## src/rtl/dm_arb_pkg.sv

```systemverilog
// Shared definitions for the data-memory arbiter.
// Holds the requester count and IDs, the address width, the FSM state
// encoding, the default memory depth, and a one-hot to index helper.
package dm_arb_pkg;

    localparam int NUM_REQ       = 4;
    localparam int ADDR_W        = 9;
    localparam int MEM_DEPTH_DEF = 400;

    // Requester IDs (bit positions in req/we/lock/gnt/done)
    localparam int REQ_REGS   = 0;
    localparam int REQ_ACC    = 1;
    localparam int REQ_STACK  = 2;
    localparam int REQ_CRYPTO = 3;

    typedef enum logic [1:0] {
        ST_IDLE   = 2'd0,
        ST_ACCESS = 2'd1,
        ST_DONE   = 2'd2
    } state_e;

    // Convert a one-hot requester vector to its index (0 when empty).
    function automatic logic [1:0] onehot_to_idx(input logic [NUM_REQ-1:0] oh);
        logic [1:0] idx;
        case (oh)
            4'b0001: idx = 2'd0;
            4'b0010: idx = 2'd1;
            4'b0100: idx = 2'd2;
            4'b1000: idx = 2'd3;
            default: idx = 2'd0;
        endcase
        return idx;
    endfunction

endpackage

```

## src/rtl/data_mem_arbiter_rr_picker.sv

```systemverilog
// Combinational round-robin picker.
// Ports:
//   req    in  4  request vector
//   ptr    in  2  highest-priority requester index for this pick
//   winner out 4  one-hot winner (zero when no request)
//   valid  out 1  at least one request present
module rr_picker
    import dm_arb_pkg::*;
(
    input  logic [NUM_REQ-1:0] req,
    input  logic [1:0]         ptr,
    output logic [NUM_REQ-1:0] winner,
    output logic               valid
);

    // Scan ptr, ptr+1, ... (mod 4) and take the first active request.
    always_comb begin
        logic [1:0] idx;
        idx    = 2'd0;
        winner = 4'b0000;
        valid  = |req;
        for (int k = 0; k < NUM_REQ; k++) begin
            idx = ptr + 2'(k);
            if ((winner == 4'b0000) && req[idx]) begin
                winner[idx] = 1'b1;
            end else begin
                winner = winner;
            end
        end
    end

endmodule

```

## src/rtl/data_mem_arbiter.sv

```systemverilog
// Arbiter granting four requesters single-word access to a data memory.
// One access is in flight at a time: IDLE -> ACCESS (gnt) -> DONE (done).
// A requester holding lock may chain up to MAX_LOCK accesses, skipping IDLE.
// Ports:
//   clk, rst         clock, synchronous active-high reset
//   req/we/lock      per-requester request, write qualifier, bus hold
//   addr, wdata      packed per-requester address and write data
//   gnt, done        one-hot grant / completion pulses
//   rdata, err       read data and out-of-range flag, valid with done
//   mem_addr/we/wdata/rdata  data memory port (mem_rdata combinational)
module data_mem_arbiter
    import dm_arb_pkg::*;
#(
    parameter int WIDTH     = 15,
    parameter int MEM_DEPTH = MEM_DEPTH_DEF,
    parameter int MAX_LOCK  = 4
) (
    input  logic                         clk,
    input  logic                         rst,
    input  logic [NUM_REQ-1:0]           req,
    input  logic [NUM_REQ-1:0]           we,
    input  logic [NUM_REQ-1:0]           lock,
    input  logic [NUM_REQ*ADDR_W-1:0]    addr,
    input  logic [NUM_REQ*(WIDTH+1)-1:0] wdata,
    output logic [NUM_REQ-1:0]           gnt,
    output logic [NUM_REQ-1:0]           done,
    output logic [WIDTH:0]               rdata,
    output logic                         err,
    output logic [ADDR_W-1:0]            mem_addr,
    output logic                         mem_we,
    output logic [WIDTH:0]               mem_wdata,
    input  logic [WIDTH:0]               mem_rdata
);

    localparam int                 LCW       = $clog2(MAX_LOCK) + 1;
    localparam logic [LCW-1:0]     LOCK_LAST = LCW'(MAX_LOCK - 1);
    localparam logic [ADDR_W:0]    DEPTH_C   = (ADDR_W + 1)'(MEM_DEPTH);

    state_e               state_r;
    logic [1:0]           ptr_r;
    logic [LCW-1:0]       lock_cnt_r;
    logic [NUM_REQ-1:0]   win_r;
    logic                 we_r;

    logic [NUM_REQ-1:0]   pick_s;
    logic                 pick_valid_s;
    logic [1:0]           sel_idx_s;
    logic [ADDR_W-1:0]    sel_addr_s;
    logic                 sel_we_s;
    logic [WIDTH:0]       sel_wdata_s;
    logic                 sel_in_range_s;
    logic                 cur_in_range_s;
    logic                 lock_go_s;

    rr_picker u_picker (
        .req    (req),
        .ptr    (ptr_r),
        .winner (pick_s),
        .valid  (pick_valid_s)
    );

    // Select whose inputs get latched: the fresh RR pick from IDLE, or the
    // current winner when a locked burst continues out of DONE.
    always_comb begin
        if (state_r == ST_DONE) begin
            sel_idx_s = onehot_to_idx(win_r);
        end else begin
            sel_idx_s = onehot_to_idx(pick_s);
        end
        sel_addr_s     = addr[int'(sel_idx_s) * ADDR_W +: ADDR_W];
        sel_we_s       = we[sel_idx_s];
        sel_wdata_s    = wdata[int'(sel_idx_s) * (WIDTH + 1) +: (WIDTH + 1)];
        sel_in_range_s = ({1'b0, sel_addr_s} < DEPTH_C);
        cur_in_range_s = ({1'b0, mem_addr} < DEPTH_C);
        lock_go_s      = (|(lock & win_r)) && (|(req & win_r)) &&
                         (lock_cnt_r < LOCK_LAST);
    end

    // FSM, pointer, lock counter and registered outputs. Pulses default to
    // zero every cycle and are raised only on entry to ACCESS/DONE.
    always_ff @(posedge clk) begin
        if (rst) begin
            state_r    <= ST_IDLE;
            ptr_r      <= 2'd0;
            lock_cnt_r <= '0;
            win_r      <= 4'b0000;
            we_r       <= 1'b0;
            gnt        <= 4'b0000;
            done       <= 4'b0000;
            rdata      <= '0;
            err        <= 1'b0;
            mem_addr   <= '0;
            mem_we     <= 1'b0;
            mem_wdata  <= '0;
        end else begin
            gnt    <= 4'b0000;
            done   <= 4'b0000;
            mem_we <= 1'b0;
            rdata  <= '0;
            err    <= 1'b0;
            case (state_r)
                ST_IDLE: begin
                    if (pick_valid_s) begin
                        win_r     <= pick_s;
                        we_r      <= sel_we_s;
                        gnt       <= pick_s;
                        mem_addr  <= sel_addr_s;
                        mem_wdata <= sel_wdata_s;
                        mem_we    <= sel_we_s & sel_in_range_s;
                        state_r   <= ST_ACCESS;
                    end else begin
                        state_r <= ST_IDLE;
                    end
                end
                ST_ACCESS: begin
                    done  <= win_r;
                    err   <= ~cur_in_range_s;
                    // Writes and out-of-range reads return zero.
                    if (!we_r && cur_in_range_s) begin
                        rdata <= mem_rdata;
                    end else begin
                        rdata <= '0;
                    end
                    state_r <= ST_DONE;
                end
                ST_DONE: begin
                    if (lock_go_s) begin
                        we_r       <= sel_we_s;
                        gnt        <= win_r;
                        mem_addr   <= sel_addr_s;
                        mem_wdata  <= sel_wdata_s;
                        mem_we     <= sel_we_s & sel_in_range_s;
                        lock_cnt_r <= lock_cnt_r + LCW'(1);
                        state_r    <= ST_ACCESS;
                    end else begin
                        lock_cnt_r <= '0;
                        ptr_r      <= onehot_to_idx(win_r) + 2'd1;
                        state_r    <= ST_IDLE;
                    end
                end
                default: begin
                    state_r <= ST_IDLE;
                end
            endcase
        end
    end

endmodule

```

## config.mk

```make
export PLATFORM = sky130hd
export DESIGN_NAME = data_mem_arbiter
export DESIGN_NICKNAME = d
export VERILOG_FILES = /design/src/rtl/dm_arb_pkg.sv /design/src/rtl/data_mem_arbiter_rr_picker.sv /design/src/rtl/data_mem_arbiter.sv
export SDC_FILE = /design/constraint.sdc
export NUM_CORES = 1
export LEC_CHECK = 0
export ABC_AREA = 1
export CAP_MARGIN = 5
export CORE_MARGIN = 2
export CORE_UTILIZATION = 43
export CTS_BUF_LIST = sky130_fd_sc_hd__clkbuf_8
export DETAILED_ROUTE_END_ITERATION = 7
export PLACE_DENSITY_LB_ADDON = 0.12
export SYNTH_ARGS = -nofsm -noshare
export SYNTH_HDL_FRONTEND = slang
export SYNTH_HIERARCHICAL = 1
export SYNTH_SLANG_ARGS = --single-unit
```

## constraint.sdc

```tcl
create_clock -name clk -period 3.87 [get_ports clk]
set_input_delay 0.774 -clock clk [delete_from_list [all_inputs] [get_ports clk]]
set_output_delay 0.774 -clock clk [all_outputs]
set_load 0.05 [all_outputs]
```

==> impl_results.md, run 1 <==
- DR iter-0 viols: 216
- Setup TNS: 0 ns
- Final HPWL DP: 9.06 mm
- # port buffers: 180
- Gate power share: roughly 51%
- Status: complete, no violations
- Routed WL per cell: 13.4 um
- Leakage: between 2 and 3 nW
- Critical path arrival: 3.74 ns
- Final-report hold violation count: 0
- Fillcell total: around 760
- Slew headroom: 57.6%
- Share of the yosys chip area belonging to registers: 32.7%
- Synth Register Bits: 63
- Initial Utilization: 44.2%
- DP Worst Slack: 0.0704 ns
- Row count: 34
- Max FO, Critical Path: 50
- Netlist cell types: 30
- Share of cells above drive strength 1: around 8.5%
- WHS: 0.486 ns
- Initial antenna violation count: 0
- Synthesized net count: 716
- Die ar.: just under 0.01 mm^2
- Post-CTS Setup Inserts: 0
- MaxCap Viol Count: 0
- Tcrit/Tclk final: 90.4%
- Syn. warnings: 6
- Commonest non-fill, non-tap cell in the layout: clkdlybuf4s50_1
- Synth area leaders: dfxtp_1, nand3_1, nand2_1
- Core region area: 0.00872 mm^2
- Syn Area/Cell: 6.68 um^2
- Clock Latency Late Sink: 0.34 ns
- Die Ht: 98.7 um
- H-tree lvl count: 3
- Slew Viols, Final: 0
- # DRC: 0
- Worst-margin pin slew: between 0.6 and 0.7 ns
- Sinks on Clock Net: 63
- Req. time, crit path: 4.11 ns
- First-pass GRT wire length: 18.8 mm
- Crit. End Element: flop
- Pin count of the biggest net entering global routing: 51
- Register share of total power: 28.2%
- # setup viols final: 0
- Mapped cell area: 0.00386 mm^2
- WL final: 11.6 mm
- Clock buffer depth: 2
- RSZ-0062 raised after global routing: no
- Die Width: 98.7 um
- Placed cell count: 847
- Layout area overhead: 54.5%
- Vias: roughly 4400
- Final worst slack: approximately 0.37 ns
- Root buffer cell: clkbuf_8
- Most frequent cells in the layout: clkdlybuf4s50_1, nand2_1, inv_1, nand3_1, dfxtp_1
- Initial DRT Pass Iterations: 6
- Startpoint types: input port
- Area leader, netlist: dfxtp_1
- Antenna viol nets, final: 0
- Net Sw Frac: a little over two fifths
- Hold Path Cell Cnt: 2
- Fin nets: approximately 900
- Reg2reg path depth: 27
- Inserted Clock Buffers: 9
- Via density: 5.06
- RD Place Congestion: 0.899
- Psw: approximately 0.0012 W
- Total GRT Usage: 23.5%
- Maximum vdd drop: 328 uV
- Num ports: roughly 180
- Crit path time final: 3.50 ns
- Worst Clk Skew: 0.00979 ns
- Vias in the first global route: 4220
- P per Cell Area: 473 mW/mm^2
- CTS clk-pin slew, worst paths: about 0.070 ns
- CTS tree: yes
- Grt total ovfl: 0
- Internal power: 0.00161 W
- Hold crit path type: flop to flop
- Fmax: roughly 290 MHz
- Critical path class: input port to flop
- Top-area cell type share of the netlist area: between 30% and 40%
- Non-filler cells, final: 863
- N_diodes: 0
- Clk pwr share: 21.1%
- Mapped Cells: 577
- Tot Pwr: 0.00282 W
-- per-stage QoR --
stage | utilization (%) | instance area [um^2]
6_report | 68.3 | 5960
5_1_grt | 68.3 | 5960
4_1_cts | 68.3 | 5960
3_5_place_dp | 66.0 | 5750
3_3_place_gp | 66.0 | 5750
2_1_floorplan | - | 3860
-- routing by layer --
| layer | GRT usage, % | up-vias | part of all wire [%] |
|---|---|---|---|
| met3 | 7.16 | 32 | 8.3 |
| met5 | 0 | - | 0 |
| li1 | - | 2209 | - |
| met1 | 26.2 | 1960 | 39 |
| met2 | 42.3 | 165 | 51 |
| met4 | 8.43 | 0 | 2.5 |
-- sequential cells by signal, summed over array words and instances, names as in the netlist --
signal and flops:
done 4, err 1, gnt 4, lock_cnt_r 3, mem_addr 9, mem_wdata 16
mem_we 1, ptr_r 2, rdata 16, state_r 2, we_r 1, win_r 4
-- path summary, 6_finish.rpt --
| check | slack, ns | to | from |
|---|---|---|---|
| worst min register to register | 0.49 | lock_cnt_r[2] | lock_cnt_r[2] |
| worst min-delay path | 0.49 | lock_cnt_r[2] | lock_cnt_r[2] |
| worst max register to register | 0.42 | we_r | ptr_r[1] |
| worst max-delay path | 0.37 | we_r | req[1] |
-- power groups by stage --
stage                     Sequential (W)  Combinational (W)  Clock, W
after floorplan                  0.00107           0.000703         0
after global placement          0.000807            0.00140         0
after detailed placement        0.000808            0.00143         0
after CTS                       0.000795            0.00143  0.000602
after global routing            0.000808            0.00156  0.000636
final                           0.000795            0.00143  0.000593
-- worst max-delay path: stages --
cell and delay, ns:
clkdlybuf4s50_1 0.52, inv_1 0.08, nand2_1 0.09, nand2_1 0.07, nand2_1 0.07, nand3_2 0.09
nand2_2 0.08, inv_2 0.05, nand3_1 0.10, nand2_2 0.07, nor2_2 0.17, nand3_1 0.14
nand2_2 0.12, nor2_4 0.05, nand3_1 0.06, nand2_1 0.09, inv_1 0.08, nor2_1 0.04
nand2_1 0.08, nand3_1 0.11, nand2_2 0.14, buf_12 0.23, a21oi_1 0.10, o21ai_1 0.11
nand3_1 0.10, nand3_1 0.10, inv_1 0.05
-- what timing repair did --
item,4_1_cts,5_1_grt
resized for setup,0,1
hold buffers,0,0
endpoints found under the setup margin,0,2
-- area by class of cell --
cell class	instances	area (um^2)	area share [%]
Multi-Input combinational cell	370	2020	33.8
Timing Repair Buffer	190	1900	31.9
Sequential cell	63	1260	21.2
Inverter	116	438	7.35
Tap cell	108	135	2.27
Clock buffer	9	124	2.08
Clock inverter	7	81.3	1.36
-- synth_stat cells --
library cell / instances
nand2_1: 107
inv_1: 106
nand3_1: 100
dfxtp_1: 63
o211ai_1: 42
nor2_1: 35
nand3b_1: 25
a21oi_1: 15
buf_2: 13
nand2_2: 13
clkbuf_1: 11
ha_1: 9
inv_2: 8
nand3_2: 6
nand2_4: 4
buf_4: 3
nor2_2: 2
nor2_4: 2
o21ai_0: 2
a21o_1: 1
a31oi_1: 1
buf_6: 1
clkinv_1: 1
inv_4: 1
nand4_1: 1
nor3_1: 1
o211a_1: 1
o21ai_1: 1
o311ai_0: 1
o31ai_2: 1
-- cells by family after synthesis --
kind of cell               share of synthesized area (%)
and+or+nand+nor                                     37.7
buffers and inverters                               15.0
adders and majority gates                           2.92
AOI/OAI and AO/OA                                   11.7
DFF                                                 32.7
No activity file was read; power rests on OpenSTA's default activity.
==> inputs of run 2 (changes only) <==
--- a/config.mk
+++ b/config.mk
@@ -12,6 +12,7 @@
 export CTS_BUF_LIST = sky130_fd_sc_hd__clkbuf_8
 export DETAILED_ROUTE_END_ITERATION = 7
 export PLACE_DENSITY_LB_ADDON = 0.12
+export REMOVE_ABC_BUFFERS = 1
 export SYNTH_ARGS = -nofsm -noshare
 export SYNTH_HDL_FRONTEND = slang
 export SYNTH_HIERARCHICAL = 1
==> run 2 against run 1 <==
- first-iteration DRC count fell by 19%
- core utilization rose by 0.39 points
- count of clock-buffer cells in the layout rose by 1
- highest routed layer unchanged
- clock skew fell by 0.0038 ns
- clock power rose by 21%
- combinational power barely moved
==> impl_results.md, run 2 (synthesis results as in run 1) <==
- Pin count of the biggest net entering global routing: 49
- Initial Utilization: approximately 44%
- # setup viols final: 0
- RD Place Congestion: 1.00
- # DRC: 0
- Num ports: approximately 180
- Leakage: 2.87 nW
- WHS: 0.488 ns
- Clock buffer depth: 2
- N_diodes: 0
- First-pass GRT wire length: 19.7 mm
- Critical path class: input port to flop
- Initial DRT Pass Iterations: 4
- CTS clk-pin slew, worst paths: approximately 0.070 ns
- Maximum vdd drop: 241 uV
- R2R setup slack: ~0.43 ns
- H-tree lvl count: 3
- Fillcell total: 737
- Reg2reg path depth: 27
- Startpoint types: input port
- Post-layout instance area: 0.00599 mm^2
- Placed cell count: 846
- P per Cell Area: 492 mW/mm^2
- Final-report hold violation count: 0
- Initial antenna violation count: 0
- Fmax: 289 MHz
- Final HPWL DP: 9.09 mm
- Max FO, Critical Path: 48
- Row count: 34
- # port buffers: 180
- Setup TNS: 0 ns
- Commonest non-fill, non-tap cell in the layout: clkdlybuf4s50_1
- Inserted Clock Buffers: 9
- Worst R2R Start: ptr_r[1]
- Biggest regs: mem_wdata: 16 flops, rdata: 16 flops, mem_addr: 9 flops
- Die Width: 98.7 um
- Root buffer cell: clkbuf_8
- Slew headroom: between 50% and 60%
- Tot Pwr: roughly 0.003 W
- Grt total ovfl: 0
- Hold crit path type: flop to flop
- Status: complete, no violations
- RR Endpoint: mem_addr[0]
- Die ar.: 0.00974 mm^2
- Routed WL per cell: 13.9 um
- Slew Viols, Final: 0
- RSZ-0062 raised after global routing: no
- Critical path arrival: 3.71 ns
- Core region area: 0.00872 mm^2
- Cell Area, Placed: ~0.0057 mm^2
- Most frequent cells in the layout: clkdlybuf4s50_1, nand2_1, inv_1, nand3_1, dfxtp_1
- Vias: 4329
- Sinks on Clock Net: 63
- WL final: 12.0 mm
- Antenna viol nets, final: 0
- Hold_sp: lock_cnt_r[2]
- MaxCap Viol Count: 0
- Req. time, crit path: 4.12 ns
- CTS tree: yes
- Layout area overhead: 55.4%
- Hold Path Cell Cnt: 2
- Fin nets: 888
- DR iter-0 viols: 176
- Tcrit/Tclk final: slightly below 90%
- Vias in the first global route: between 4000 and 5000
- Total GRT Usage: around a quarter
- Worst Clk Skew: 0.00604 ns
- Non-filler cells, final: 862
- Clock Latency Late Sink: 0.35 ns
- Crit path time final: 3.46 ns
- Worst Hold Path EP: lock_cnt_r[2]
- Die Ht: 98.7 um
- Via density: 5.02
- Crit. End Element: flop
- Share of cells above drive strength 1: 8.22%
- Worst-margin pin slew: a little over 0.6 ns
run 2: cell count changes in the layout (fill, tap and decap cells not counted), sizes merged:
cell      previous run  this run
bufinv               1         3
clkinvlp             1         2
buf                 10         9
clkinv               4         1
clkbuf               9        10
inv                117       116
run 2: final cells by class:
cell class / count / area (um^2) / share of cell area (%)
inverters: 116 / 438 / 7.31
clock inverters: 6 / 109 / 1.82
multi-input cells: 370 / 2020 / 33.7
clock buffers: 10 / 138 / 2.30
repair buffers: 189 / 1890 / 31.6
well taps: 108 / 135 / 2.25
flip-flops and latches: 63 / 1260 / 21.1
run 2: critical path, cell delays in order:
cell and delay, ns:
clkdlybuf4s50_1 0.51, inv_1 0.07, nand2_1 0.11, nand2_1 0.09
nand2_1 0.07, nand3_2 0.10, nand2_2 0.08, inv_2 0.05
nand3_1 0.07, nand2_2 0.08, nor2_2 0.16, nand3_1 0.11
nand2_2 0.11, nor2_4 0.05, nand3_1 0.08, nand2_1 0.09
inv_1 0.08, nor2_1 0.04, nand2_1 0.07, nand3_1 0.11
nand2_2 0.14, buf_12 0.23, nand2_1 0.09, o211ai_1 0.09
nand3_1 0.11, nand3_1 0.10, inv_1 0.04
run 2: worst max path at each step:
stage,start,end,slack [ns],cells past startpoint
finish,req[1],mem_addr[0],0.41,27
global route,ptr_r[1],mem_wdata[15],0.005,25
CTS,ptr_r[0],mem_wdata[15],0.34,27
detailed placement,req[1],mem_wdata[15],0.09,27
global placement,req[3],mem_wdata[15],0.28,23
floorplan,ptr_r[0],we_r,0.03,24
run 2: what timing repair did:
item	in CTS	in global routing
setup endpoints to repair	0	27
resized for setup	0	1
setup buffers	0	0
hold buffers	0	0
run 2: metrics by stage:
step / setup WS (ns) / utilization [%]
floorplan: 0.0277 / -
global placement: 0.285 / 65.9
detailed placement: 0.0907 / 65.9
finish: 0.411 / 68.7
global route: 0.00500 / 68.7
CTS: 0.336 / 68.7
run 2: power by group:
part	internal, W	switching [W]	leakage, nW
Combinational	0.000562	0.000870	2.23
Clock	0.000443	0.000277	0.120
Sequential	0.000739	0.0000578	0.518
Total	0.00174	0.00120	2.87
run 2: layer usage:
metal,track usage (%),share of wire (%),vias to the layer above
li1,-,-,2193
met2,44.8,50,145
met4,9.59,2.0,0
met3,7.52,7.6,25
met5,0,0,-
met1,27.9,40,1966
==> edit: new RTL, flow settings as in run 1 <==
Make the reset (`rst`) asynchronous in one clocked block. Comments in the files are not updated.
--- a/src/rtl/data_mem_arbiter.sv
+++ b/src/rtl/data_mem_arbiter.sv
@@ -78,7 +78,7 @@
 
     // FSM, pointer, lock counter and registered outputs. Pulses default to
     // zero every cycle and are raised only on entry to ACCESS/DONE.
-    always_ff @(posedge clk) begin
+    always_ff @(posedge clk or posedge rst) begin
         if (rst) begin
             state_r    <= ST_IDLE;
             ptr_r      <= 2'd0;
Function: differs if rst is asserted again (counterexample within 4 cycles, from zero or initial values and one cycle with rst high); with rst held inactive, the same outputs for 4 cycles.
==> edit against run 1 <==
  * Clock skew shrank 0.0017 ns
  * Design area decreased by 2.0%
  * Via count down 6.2%
  * Synthesized cell count fell by 12%
  * Sequential cell count stayed put
  * Setup slack worse by 0.076 ns
  * Register-to-register slack worse by 0.05 ns
  * Routed wire length grew 3.0%
  * Synthesized area shrank 2.4%
  * Worst hold slack lost 0.0017 ns
  * Critical path type unchanged
Power is not shown: default switching activity piles up to over one toggle a cycle in this logic, so the estimate is an artifact.
==> edit: results (changes against run 1) <==
stage;metric;value;unit;change
outcome;status;complete, no violations;;
synthesis;asr flop ratio synth;100;%;+100 points
worst_setup_path;Crit path largest cell delay;0.53;ns;
synthesis;library cells used by synthesis;29;;-3.3%
synthesis;ys flop type;dfrtp_1;;
synthesis;Synth Warn #;6;;unchanged
worst_setup_path;critical path's top delay family;simple AND/OR/NAND/NOR gates;;
clock_tree;H-tree depth;3;;unchanged
clock_tree;TritonCTS buffer count;9;;unchanged
sta;Slew Limit Headroom;27.8;%;-30 points
clock_tree;worst skew pair latency;0.35;ns;
clock_tree;clock buffer depth;2;;unchanged
clock_tree;clock root buffer;clkbuf_8;;
layout;Antenna Cells;0;;unchanged
placement;port bufs;180;;unchanged
clock_tree;Reg clk slew, reported paths;0.08;ns;
drt;vias;4097;;-6.2%
sta;clk_skew;0.00813;ns;-0.00166 ns
synthesis;number of synthesized flops with an enable pin;0;;unchanged
worst_setup_path;Crit Path Max Fanout;31;;-38%
drt;DRT iter0 DRCs;157;;-27%
drt;Routed WL;11.9;mm;+3.0%
synthesis;Seq/Total Area, Yosys;41.9;%;+9.2 points
hold_path;Hold/Removal Path Class;flop to flop;;
grt;gr usage total;25.3;%;+1.8 points
worst_setup_path;CP Data Arrival Time;3.87;ns;+0.13 ns
grt;initial antenna violation count;0;;unchanged
layout;NumNets Final;824;;-7.3%
synthesis;Post-Synthesis Net Count;647;;-9.6%
placement;post-place instance area;5640;sq um;-2.0%
layout;Post-Layout Cell Count;798;;-7.5%
layout;layout cells sized above 1;10.3;%;+1.8 points
placement;post-DP HPWL;8.99;mm;-0.80%
drt;Detailed Routing Iterations Pass 1;4;;-2
clock_tree;number of post-CTS setup repair buffers;0;;unchanged
layout;registers with the most flip-flops;mem_wdata (16), rdata (16), mem_addr (9);;
synthesis;Avg Cell Area, Syn;7.41;sq um;+11%
clock_tree;post_cts resized;0;;unchanged
synthesis;synth cell count leaders;nand2_1, nor2_1, dfrtp_1;;
worst_setup_path;slowest CP cell;clkdlybuf4s50_1;;
placement;Cells after DPL;782;;-7.7%
grt;first-pass GRT wire length;19.4;mm;+3.3%
synthesis;largest cells by area after synthesis;dfrtp_1, nand2_1, nor2_1;;
grt;largest net degree at the start of global routing;53;;+3.9%
placement;placer's final routability congestion estimate;0.903;;+0.44%
layout;# fillers;726;;-3.8%
edit: final timing paths:
check / start / end / slack, ns / cells past startpoint
min in group asynchronous: rst / rdata[13]$_DFF_PP0_ / 0.84 / 2
worst max register to register: ptr_r[1]$_DFFE_PP0P_ / mem_wdata[4]$_DFFE_PP0P_ / 0.37 / 26
worst min-delay path: mem_wdata[1]$_DFFE_PP0P_ / mem_wdata[1]$_DFFE_PP0P_ / 0.48 / 2
worst max-delay path: req[3] / mem_wdata[4]$_DFFE_PP0P_ / 0.30 / 24
worst min register to register: mem_wdata[1]$_DFFE_PP0P_ / mem_wdata[1]$_DFFE_PP0P_ / 0.48 / 2
max in group asynchronous: rst / mem_we$_DFF_PP0_ / 2.31 / 3
edit: cell families after synthesis:
kind of cell / Yosys count / share of synthesized area [%]
simple gates: 293 / 35.0
buf+inv: 58 / 7.44
compound gates: 85 / 12.7
flops: 63 / 41.9
fa+ha+maj: 9 / 2.99
edit: area by class of cell:
type	count	area [sq um]	area share [%]
clock buffer	9	124	2.12
clock inverter	7	80.1	1.37
inverter	35	136	2.33
multi-input combinational	387	1910	32.7
sequential	63	1580	27.0
tap	108	135	2.31
timing repair buffer	189	1880	32.2
edit: routing by layer:
| layer | track usage, % | vias up | wire length, um |
|---|---|---|---|
| li1 | - | 2007 | - |
| met1 | 29.4 | 1911 | 4760 |
| met2 | 43.7 | 155 | 5900 |
| met3 | 7.19 | 24 | 967 |
| met4 | 10.8 | 0 | 306 |
| met5 | 0 | - | 0 |
edit: metrics by stage:
stage          TNS (ns)  worst slack (ns)  hold slack [ns]  utilization [%]
2_1_floorplan         0             0.940            0.479                -
3_3_place_gp          0             0.157            0.463             65.6
3_5_place_dp    -0.0319           -0.0215            0.465             65.6
4_1_cts               0             0.300            0.487             68.0
5_1_grt               0            0.0139            0.523             68.0
6_report              0             0.296            0.484             68.0
edit: worst min-delay path, delay by kind of cell, from the launching register on:
| family | cells | cell delay [ns] |
|---|---|---|
| flops | 1 | 0.35 |
| simple gates | 2 | 0.10 |
